### config.mk
export PLATFORM = sky130hd
export DESIGN_NAME = alu_share_ctrl
export DESIGN_NICKNAME = d
export VERILOG_FILES = /design/src/rtl/alu_share_ctrl.sv
export SDC_FILE = /design/constraint.sdc
export NUM_CORES = 1
export LEC_CHECK = 0
export CAP_MARGIN = 20
export CORE_UTILIZATION = 56
export DETAILED_ROUTE_END_ITERATION = 6
export DONT_BUFFER_PORTS = 1
export PLACE_DENSITY = 0.86
export SETUP_SLACK_MARGIN = 0.3
export SYNTH_ARGS = -nofsm -noshare
export SYNTH_HDL_FRONTEND = slang
export SYNTH_SLANG_ARGS = --single-unit
### constraint.sdc
create_clock -name clk -period 1.74 [get_ports clk]
set_input_delay 0.174 -clock clk [delete_from_list [all_inputs] [get_ports clk]]
set_output_delay 0.174 -clock clk [all_outputs]
set_load 0.01 [all_outputs]
### src/rtl/alu_share_ctrl.sv
`default_nettype none
// =============================================================================
// alu_share_ctrl : round-robin sharing of one pipelined ALU by two requesters,
//                  results returned through credit-gated per-requester FIFOs
// Revision: 1.0
// =============================================================================
module alu_share_ctrl #(
  parameter int DATA_W      = 4,
  parameter int OP_W        = 3,
  parameter int ALU_LATENCY = 1,
  parameter int RSP_DEPTH   = 2
) (
  input  logic              clk,
  input  logic              rst_n,
  input  logic              r0_valid,
  output logic              r0_ready,
  input  logic [OP_W-1:0]   r0_op,
  input  logic [DATA_W-1:0] r0_a,
  input  logic [DATA_W-1:0] r0_b,
  input  logic              r1_valid,
  output logic              r1_ready,
  input  logic [OP_W-1:0]   r1_op,
  input  logic [DATA_W-1:0] r1_a,
  input  logic [DATA_W-1:0] r1_b,
  output logic              alu_start,
  output logic [OP_W-1:0]   alu_op,
  output logic [DATA_W-1:0] alu_a,
  output logic [DATA_W-1:0] alu_b,
  input  logic [DATA_W:0]   alu_result,
  output logic              rsp0_valid,
  input  logic              rsp0_ready,
  output logic [DATA_W:0]   rsp0_data,
  output logic              rsp1_valid,
  input  logic              rsp1_ready,
  output logic [DATA_W:0]   rsp1_data,
  output logic              busy
);

  localparam int c_CRED_W = $clog2(RSP_DEPTH + 1);
  localparam int c_PTR_W  = (RSP_DEPTH > 1) ? $clog2(RSP_DEPTH) : 1;

  logic [1:0]        w_req_valid;
  logic [OP_W-1:0]   w_req_op [2];
  logic [DATA_W-1:0] w_req_a  [2];
  logic [DATA_W-1:0] w_req_b  [2];
  logic [1:0]        w_rsp_ready;
  logic [1:0]        w_rsp_valid;
  logic [DATA_W:0]   w_rsp_data [2];
  logic [1:0]        w_elig;
  logic [1:0]        w_grant;
  logic [1:0]        w_push;
  logic [1:0]        w_pop;
  logic              w_sel;

  logic              r_last_grant;
  logic              r_alu_start;
  logic              r_alu_id;
  logic [OP_W-1:0]   r_alu_op;
  logic [DATA_W-1:0] r_alu_a;
  logic [DATA_W-1:0] r_alu_b;
  logic [ALU_LATENCY-1:0] r_tag_v;
  logic [ALU_LATENCY-1:0] r_tag_id;

  assign w_req_valid = {r1_valid, r0_valid};
  assign w_req_op[0] = r0_op;
  assign w_req_op[1] = r1_op;
  assign w_req_a[0]  = r0_a;
  assign w_req_a[1]  = r1_a;
  assign w_req_b[0]  = r0_b;
  assign w_req_b[1]  = r1_b;
  assign w_rsp_ready = {rsp1_ready, rsp0_ready};

  function automatic logic [c_PTR_W-1:0] f_ptr_next(input logic [c_PTR_W-1:0] p);
    return (p == c_PTR_W'(RSP_DEPTH - 1)) ? '0 : p + c_PTR_W'(1);
  endfunction

  // Grant is a function of registered credits only, so a freed credit waits a cycle
  always_comb begin
    w_grant = w_elig;
    if (w_elig == 2'b11) begin
      w_grant = r_last_grant ? 2'b01 : 2'b10;
    end
  end

  assign w_sel    = w_grant[1];
  assign r0_ready = w_grant[0];
  assign r1_ready = w_grant[1];

  always_ff @(posedge clk or negedge rst_n) begin
    if (!rst_n) begin
      r_alu_start  <= 1'b0;
      r_alu_op     <= '0;
      r_alu_a      <= '0;
      r_alu_b      <= '0;
      r_alu_id     <= 1'b0;
      r_last_grant <= 1'b1;
    end else begin
      r_alu_start <= |w_grant;
      if (|w_grant) begin
        r_alu_op     <= w_req_op[w_sel];
        r_alu_a      <= w_req_a[w_sel];
        r_alu_b      <= w_req_b[w_sel];
        r_alu_id     <= w_sel;
        r_last_grant <= w_sel;
      end
    end
  end

  // Stage k holds the tag of the op issued k+1 cycles ago; last stage aligns with alu_result
  always_ff @(posedge clk or negedge rst_n) begin
    if (!rst_n) begin
      r_tag_v  <= '0;
      r_tag_id <= '0;
    end else begin
      r_tag_v[0]  <= r_alu_start;
      r_tag_id[0] <= r_alu_id;
      for (int k = 1; k < ALU_LATENCY; k++) begin
        r_tag_v[k]  <= r_tag_v[k-1];
        r_tag_id[k] <= r_tag_id[k-1];
      end
    end
  end

  for (genvar gi = 0; gi < 2; gi++) begin : g_req
    logic [DATA_W:0]     r_mem [RSP_DEPTH];
    logic [c_PTR_W-1:0]  r_rd;
    logic [c_PTR_W-1:0]  r_wr;
    logic [c_CRED_W-1:0] r_cnt;
    logic [c_CRED_W-1:0] r_credit;
    logic                w_full;

    assign w_full          = (r_cnt == c_CRED_W'(RSP_DEPTH));
    assign w_elig[gi]      = w_req_valid[gi] && (r_credit < c_CRED_W'(RSP_DEPTH));
    assign w_push[gi]      = r_tag_v[ALU_LATENCY-1] && (r_tag_id[ALU_LATENCY-1] == 1'(gi));
    assign w_rsp_valid[gi] = (r_cnt != '0);
    assign w_pop[gi]       = w_rsp_valid[gi] && w_rsp_ready[gi];
    assign w_rsp_data[gi]  = r_mem[r_rd];

    always_ff @(posedge clk or negedge rst_n) begin
      if (!rst_n) begin
        for (int k = 0; k < RSP_DEPTH; k++) begin
          r_mem[k] <= '0;
        end
        r_rd     <= '0;
        r_wr     <= '0;
        r_cnt    <= '0;
        r_credit <= '0;
      end else begin
        // On a full FIFO with push+pop the write lands in the slot being vacated
        if (w_push[gi]) begin
          r_mem[r_wr] <= alu_result;
          r_wr        <= f_ptr_next(r_wr);
        end
        if (w_pop[gi]) begin
          r_rd <= f_ptr_next(r_rd);
        end
        case ({w_push[gi], w_pop[gi]})
          2'b10:   r_cnt <= r_cnt + c_CRED_W'(1);
          2'b01:   r_cnt <= r_cnt - c_CRED_W'(1);
          default: r_cnt <= r_cnt;
        endcase
        case ({w_grant[gi], w_pop[gi]})
          2'b10:   r_credit <= r_credit + c_CRED_W'(1);
          2'b01:   r_credit <= r_credit - c_CRED_W'(1);
          default: r_credit <= r_credit;
        endcase
      end
    end

    a_no_overflow: assert property (@(posedge clk) disable iff (!rst_n)
      !(w_push[gi] && w_full && !w_pop[gi]));
  end

  assign alu_start  = r_alu_start;
  assign alu_op     = r_alu_op;
  assign alu_a      = r_alu_a;
  assign alu_b      = r_alu_b;
  assign rsp0_valid = w_rsp_valid[0];
  assign rsp1_valid = w_rsp_valid[1];
  assign rsp0_data  = w_rsp_data[0];
  assign rsp1_data  = w_rsp_data[1];
  assign busy       = (|r_tag_v) | (|w_rsp_valid) | r_alu_start;

endmodule
`default_nettype wire

### Word level (Yosys, flattened, before mapping)

Cells that the tools add are included.

| storage, ports and cells | value |
|---|---|
| flip-flop bits (word level) | 48 |
| bits in latches | 0 |
| RAM bits | 0 |
| ROM bits | 0 |
| input bits | 33 |
| output and inout bits | 27 |
| memories kept | 0 |

| cells by class | value |
|---|---|
| add/subtract/negate cells | 12 |
| multipliers | 0 |
| divide/modulo/power cells | 0 |
| $lt $le $gt $ge | 9 |
| equal/unequal tests | 9 |
| shifts and indexed selects | 0 |
| muxes and demuxes | 31 |
| bitwise gates (word level) | 8 |
| reductions and logical operators | 16 |

Operators with widths:

| operator | count |
|---|---|
| 2-to-1 mux 5 bit | 8 |
| 2-to-1 mux 4 bit | 6 |
| bitwise mux 10 bit | 2 |
| one-hot mux 2 bit (2 select lines) | 4 |
| nonzero test 2 bit | 6 |
| demux 5 bit (select 1 bit) | 2 |
| equality test 2 bit (second input constant) | 5 |
| greater-or-equal comparator 2 bit (second input constant) | 5 |
| inverter 1 -> 2 bit | 5 |
| 2-to-1 mux 3 bit | 3 |
| adder 2 x 1 -> 2 bit (second input constant) | 4 |
| equality test 2 x 1 -> 1 bit (second input constant) | 4 |
| logical AND 1 bit | 8 |
| subtractor 2 x 1 -> 2 bit (second input constant) | 4 |
| adder 1 bit (second input constant) | 4 |
| < comparator 2 x 1 -> 1 bit (second input constant) | 2 |
| < comparator 2 bit (second input constant) | 2 |
| 2-to-1 mux 1 bit | 4 |
| 2-to-1 mux 2 bit | 2 |
| OR reduction 2 bit | 2 |
| bitwise OR 1 bit | 2 |
| inverter 1 bit | 1 |

### Longest topological paths before layout

| depth | value |
|---|---|
| depth after elaboration | 8 |
| gate-level depth with buffers | 8 |
| depth with buffers taken out | 7 |

### Worst setup path before layout

No wires, ideal clock.

| timing | value |
|---|---|
| path kind | reg-to-reg |
| start | register g_req[1].r_credit[1] |
| end | register g_req[1].r_credit[1] |
| library setup time | 79 ps |
| arrival | 1652 ps |
| data required time | 1661 ps |
| path slack | 9 ps |
| stages on the path, launching flop included | 8 |
| cells stage by stage | dfrtp_1 > nand2b_4 > a21oi_1 > buf_2 > inv_1 > ha_1 > nor2_1 > xor2_1 |

| between the ends | value |
|---|---|
| word-level cells in the longest chain between the ends | 6 |
| elaborated cells between the ends (all ways) | 10 |

Ends and longest elaborated chain:

| item | line | RTL |
|---|---|---|
| start: declaration | 129 | `logic [c_CRED_W-1:0] r_credit;` |
| start signal: assignment | 163 | `2'b10: r_credit <= r_credit + c_CRED_W'(1);` |
| start signal: assignment | 164 | `2'b01: r_credit <= r_credit - c_CRED_W'(1);` |
| start signal: assignment | 165 | `default: r_credit <= r_credit;` |
| < comparator 2 bit * | 133 | `assign w_elig[gi] = w_req_valid[gi] && (r_credit < c_CRED_W'(RSP_DEPTH));` |
| logical AND 1 bit * | 133 |  |
| equality test 2 bit | 80 | `if (w_elig == 2'b11) begin` |
| 2-to-1 mux 2 bit * | 80 |  |
| net r1_ready | 21 | `output logic r1_ready,` |
| equality test 2 x 1 -> 1 bit / equality test 2 bit (equally long branches) | 162 | `case ({w_grant[gi], w_pop[gi]})` |
| one-hot mux 2 bit (2 select lines) / nonzero test 2 bit (equally long branches) | -- |  |

Mark *: on every way through the listed nets, which the timed path passes. The rest lies on a longest branch.
A chain may end at the register's enable or synchronous reset.

### Final worst setup path

| timing | value |
|---|---|
| start | register g_req[1].r_cnt[0] |
| end | output busy |

| between the ends | value |
|---|---|
| word-level cells in the longest chain between the ends | 4 |

Ends and longest elaborated chain:

| item | line | RTL |
|---|---|---|
| start: declaration | 128 | `logic [c_CRED_W-1:0] r_cnt;` |
| start signal: assignment | 158 | `2'b10: r_cnt <= r_cnt + c_CRED_W'(1);` |
| start signal: assignment | 159 | `2'b01: r_cnt <= r_cnt - c_CRED_W'(1);` |
| start signal: assignment | 160 | `default: r_cnt <= r_cnt;` |
| nonzero test 2 bit | 135 | `assign w_rsp_valid[gi] = (r_cnt != '0);` |
| net rsp1_valid | 33 | `output logic rsp1_valid,` |
| OR reduction 2 bit | 182 | `assign busy = (\|r_tag_v) \| (\|w_rsp_valid) \| r_alu_start;` |
| bitwise OR 1 bit (2 in series) | 182 |  |
| end: declaration | 36 | `output logic busy` |

The timed path passes the listed nets, and every way through them passes these cells.

==> flow_summary.yaml <==
cts:
  htree_levels: 2
  cts_made_buffers: 5
  cts_root_buffer: "clkbuf_8"
  clk_pin_slew_ns: 0.09
  cts_buffer_depth: 2
  cts_tree: "yes"
  clk_latency_ns: 0.30
  cts_sinks: 48
pwr:
  intPower_uw: 3470
  p_per_area_mw_per_mm2: 2040
  switching_power_uw: 1860
  p_clk_frac: 0.152
  p_leak_uw: 0.00111
  seq_power_share: 0.412
  vdd_drop_max_mv: 1.04
  combPwrFrac: 0.436
  switching_share: 0.349
  power_uw: 5330
global_route:
  grt_busiest_layer: "met2"
  grt_pass1_vias: 1453
  groute.layer.met1.usage: 0.269
  grt.total_usage: 0.230
  grt_pass1_wl_mm: 6.87
  gr-usage-met2: 0.399
  antenna_found_initial: 0
  grt_overflow: 0
  grtUsageMet3: 0.0743
  grt_max_degree: 49
worst_setup_path:
  critPathCaptureType: "output port"
  r2r_end: "g_req[1].r_cnt[1]$_DFFE_PN0P_"
  critPathKind: "flop to output port"
  cp_data_required_time_ns: 1.57
  cp_max_fo: 3
  start_kind: "flop"
  rr_worst_depth: 6
  arrival_ns: 1.47
  r2r_slack_ns: 0.23
  r2r-start: "g_req[1].r_cnt[0]$_DFFE_PN0P_"
routing:
  ant_nets: 0
  num_vias: 1299
  drc: 0
  viasPerCell: 5.77
  drt_iter0_markers: 31
  routed_wl_mm: 4.19
  drtPass1Iterations: 4
  wl_per_cell_um: 18.6
min_path:
  holdPathEnd: "alu_a[3]$_DFFE_PN0P_"
  holdCritPathClass: "primary input to flop"
  min_from: "r1_a[3]"
  hold_path_depth: 1
timing:
  rsz0062_at_grt: "true"
  timing.final.crit_share: 0.946
  worst_pin_slew_ns: 0.284
  min_period_ns: 1.65
  finalSetupViolCount: 0
  skew_ns: 0.00471
  finalHoldViolations: 0
  max-slew-margin-rel: 0.810
  setup_tns_ns: 0
  slew_viol_final: 0
  fmax_mhz: 608
final_layout:
  layout_commonest_cell: "dfrtp_1"
  antenna_cells: 0
  area_growth_pct: 23.4
  layout_common_cells: "dfrtp_1, mux2_2, buf_4"
  drive_gt1_frac: 0.408
  final_net_count: 215
placement:
  numPortBuffers: 0
  dpl.hpwl_mm: 2.84
  gp_congestion: 0.707
die:
  num_rows: 21
  die_w_um: 63.4
  ios: 60
  die_y_um: 63.4
  core_mm2: 0.00347
  die-area_mm2: 0.00402
  start_util: 0.609
outcome:
  outcome: "completed"
logic_synthesis:
  synthAdderAreaFrac: 0.0237
  yosysWarnings: 0
  synthDistinctLibCells: 28
  synth-xor-area-share: 0.0622
  synthMuxAreaShare: 0.160
  netlist_instances: 155
  synth_compound_area_frac: 0.0616
  synth_top_family_by_area: "multiplexers"
  synth-simple-area-share: 0.0995
  avgSynthCellArea_um2: 13.6
  seq_area_frac_synth: 0.569
  synth_seq_cells: 48
  syn_area_mm2: 0.00211
  synth.net_count: 192
flow_run:
  cap_viol_max_count: 0
## critical path, cell delays in order, from the launching register on
cell,delay (ns)
dfrtp_1,0.39
or2_4,0.28
or4_4,0.50
## cell usage after synthesis
library cell | count | area share
nand2b_1 | 1 | 0.0030
ha_1 | 4 | 0.024
nor2_1 | 7 | 0.012
o21a_1 | 1 | 0.0036
nor2b_1 | 1 | 0.0030
or2_2 | 2 | 0.0059
nand3_1 | 1 | 0.0024
buf_6 | 1 | 0.0053
buf_2 | 4 | 0.0095
nor2b_2 | 1 | 0.0041
or4_1 | 1 | 0.0036
mux2_1 | 5 | 0.027
xor2_1 | 6 | 0.025
a221o_1 | 11 | 0.052
a21o_1 | 1 | 0.0036
dfstp_2 | 1 | 0.012
nor3b_1 | 11 | 0.039
nand2_1 | 4 | 0.0071
a21oi_1 | 1 | 0.0024
and2_1 | 2 | 0.0059
dfrtp_1 | 47 | 0.56
clkbuf_1 | 2 | 0.0036
xnor2_1 | 9 | 0.037
mux2_2 | 25 | 0.13
nand3b_1 | 1 | 0.0036
inv_1 | 3 | 0.0053
nand2b_4 | 1 | 0.0065
or2_1 | 1 | 0.0030
## power groups by stage
stage / Clock [uW] / Sequential (uW) / Combinational (uW)
after floorplan: 0 / 2040 / 1640
after global placement: 0 / 2170 / 1740
after detailed placement: 0 / 2210 / 1830
after CTS: 824 / 2180 / 2150
after global routing: 884 / 2270 / 2510
final: 810 / 2190 / 2320
## through the flow
step,setup slack [ns],hold slack (ns),instance area (um2),utilization,std cells
finish,0.0940,0.00982,2610,0.751,225
global route,0.0643,0.00232,2610,0.751,225
CTS,0.0929,0.00331,2490,0.719,217
detailed placement,0.181,-0.120,2200,0.635,198
global placement,0.245,-0.120,2200,0.635,198
floorplan,0.164,-0.122,2160,-,155
## layout make-up
class | instances | area, um2
sequential | 48 | 1200
multi-input combinational | 97 | 993
fill | 213 | 862
timing repair buffer | 23 | 223
clock buffer | 5 | 68.8
tap | 46 | 57.6
clock inverter | 3 | 46.3
inverter | 3 | 13.8
## registers in the layout, summed over array words and instances, names as in the netlist
register,cells
g_req.r_mem,20
alu_a,4
alu_b,4
g_req.r_cnt,4
g_req.r_credit,4
alu_op,3
g_req.r_rd,2
g_req.r_wr,2
alu_start,1
r_alu_id,1
r_last_grant,1
r_tag_id,1
r_tag_v,1
## timing repair
item                                    CTS  global route
pin swaps                                14             5
endpoints found under the setup margin   23            30
gates resized for setup                  13            11
endpoints found under the hold margin    50             4
cloned                                    1             0
buffers inserted                          6             5
hold buffers                              4             3
## cell families (layout without fill, tap and decap cells)
kind of cell	Yosys count	after routing
buf+inv	10	34
simple gates	34	34
xor+xnor	15	15
flops	48	48
compound gates	14	14
mux	30	30
fa+ha+maj	4	4
## how the worst max path moves through the flow
stage                                      from                               end  slack, ns  cells after the start
3_3_place_gp      g_req[0].r_cnt[0]$_DFFE_PN0P_     g_req[0].r_cnt[1]$_DFFE_PN0P_       0.24                      6
2_1_floorplan  g_req[0].r_credit[1]$_DFFE_PN0P_  g_req[0].r_credit[1]$_DFFE_PN0P_       0.16                      8
6_report          g_req[1].r_cnt[0]$_DFFE_PN0P_                              busy       0.09                      2
5_1_grt           g_req[1].r_cnt[0]$_DFFE_PN0P_                              busy       0.06                      2
4_1_cts           g_req[1].r_cnt[0]$_DFFE_PN0P_                              busy       0.09                      2
3_5_place_dp      g_req[1].r_cnt[0]$_DFFE_PN0P_     g_req[1].r_cnt[1]$_DFFE_PN0P_       0.18                      6
## routing by layer
metal  share of wire  vias up
li1                -      596
met1            0.39      638
met2            0.53       59
met3           0.064        6
met4           0.011        0
met5               0        -
(Power assumes the default switching activity.)
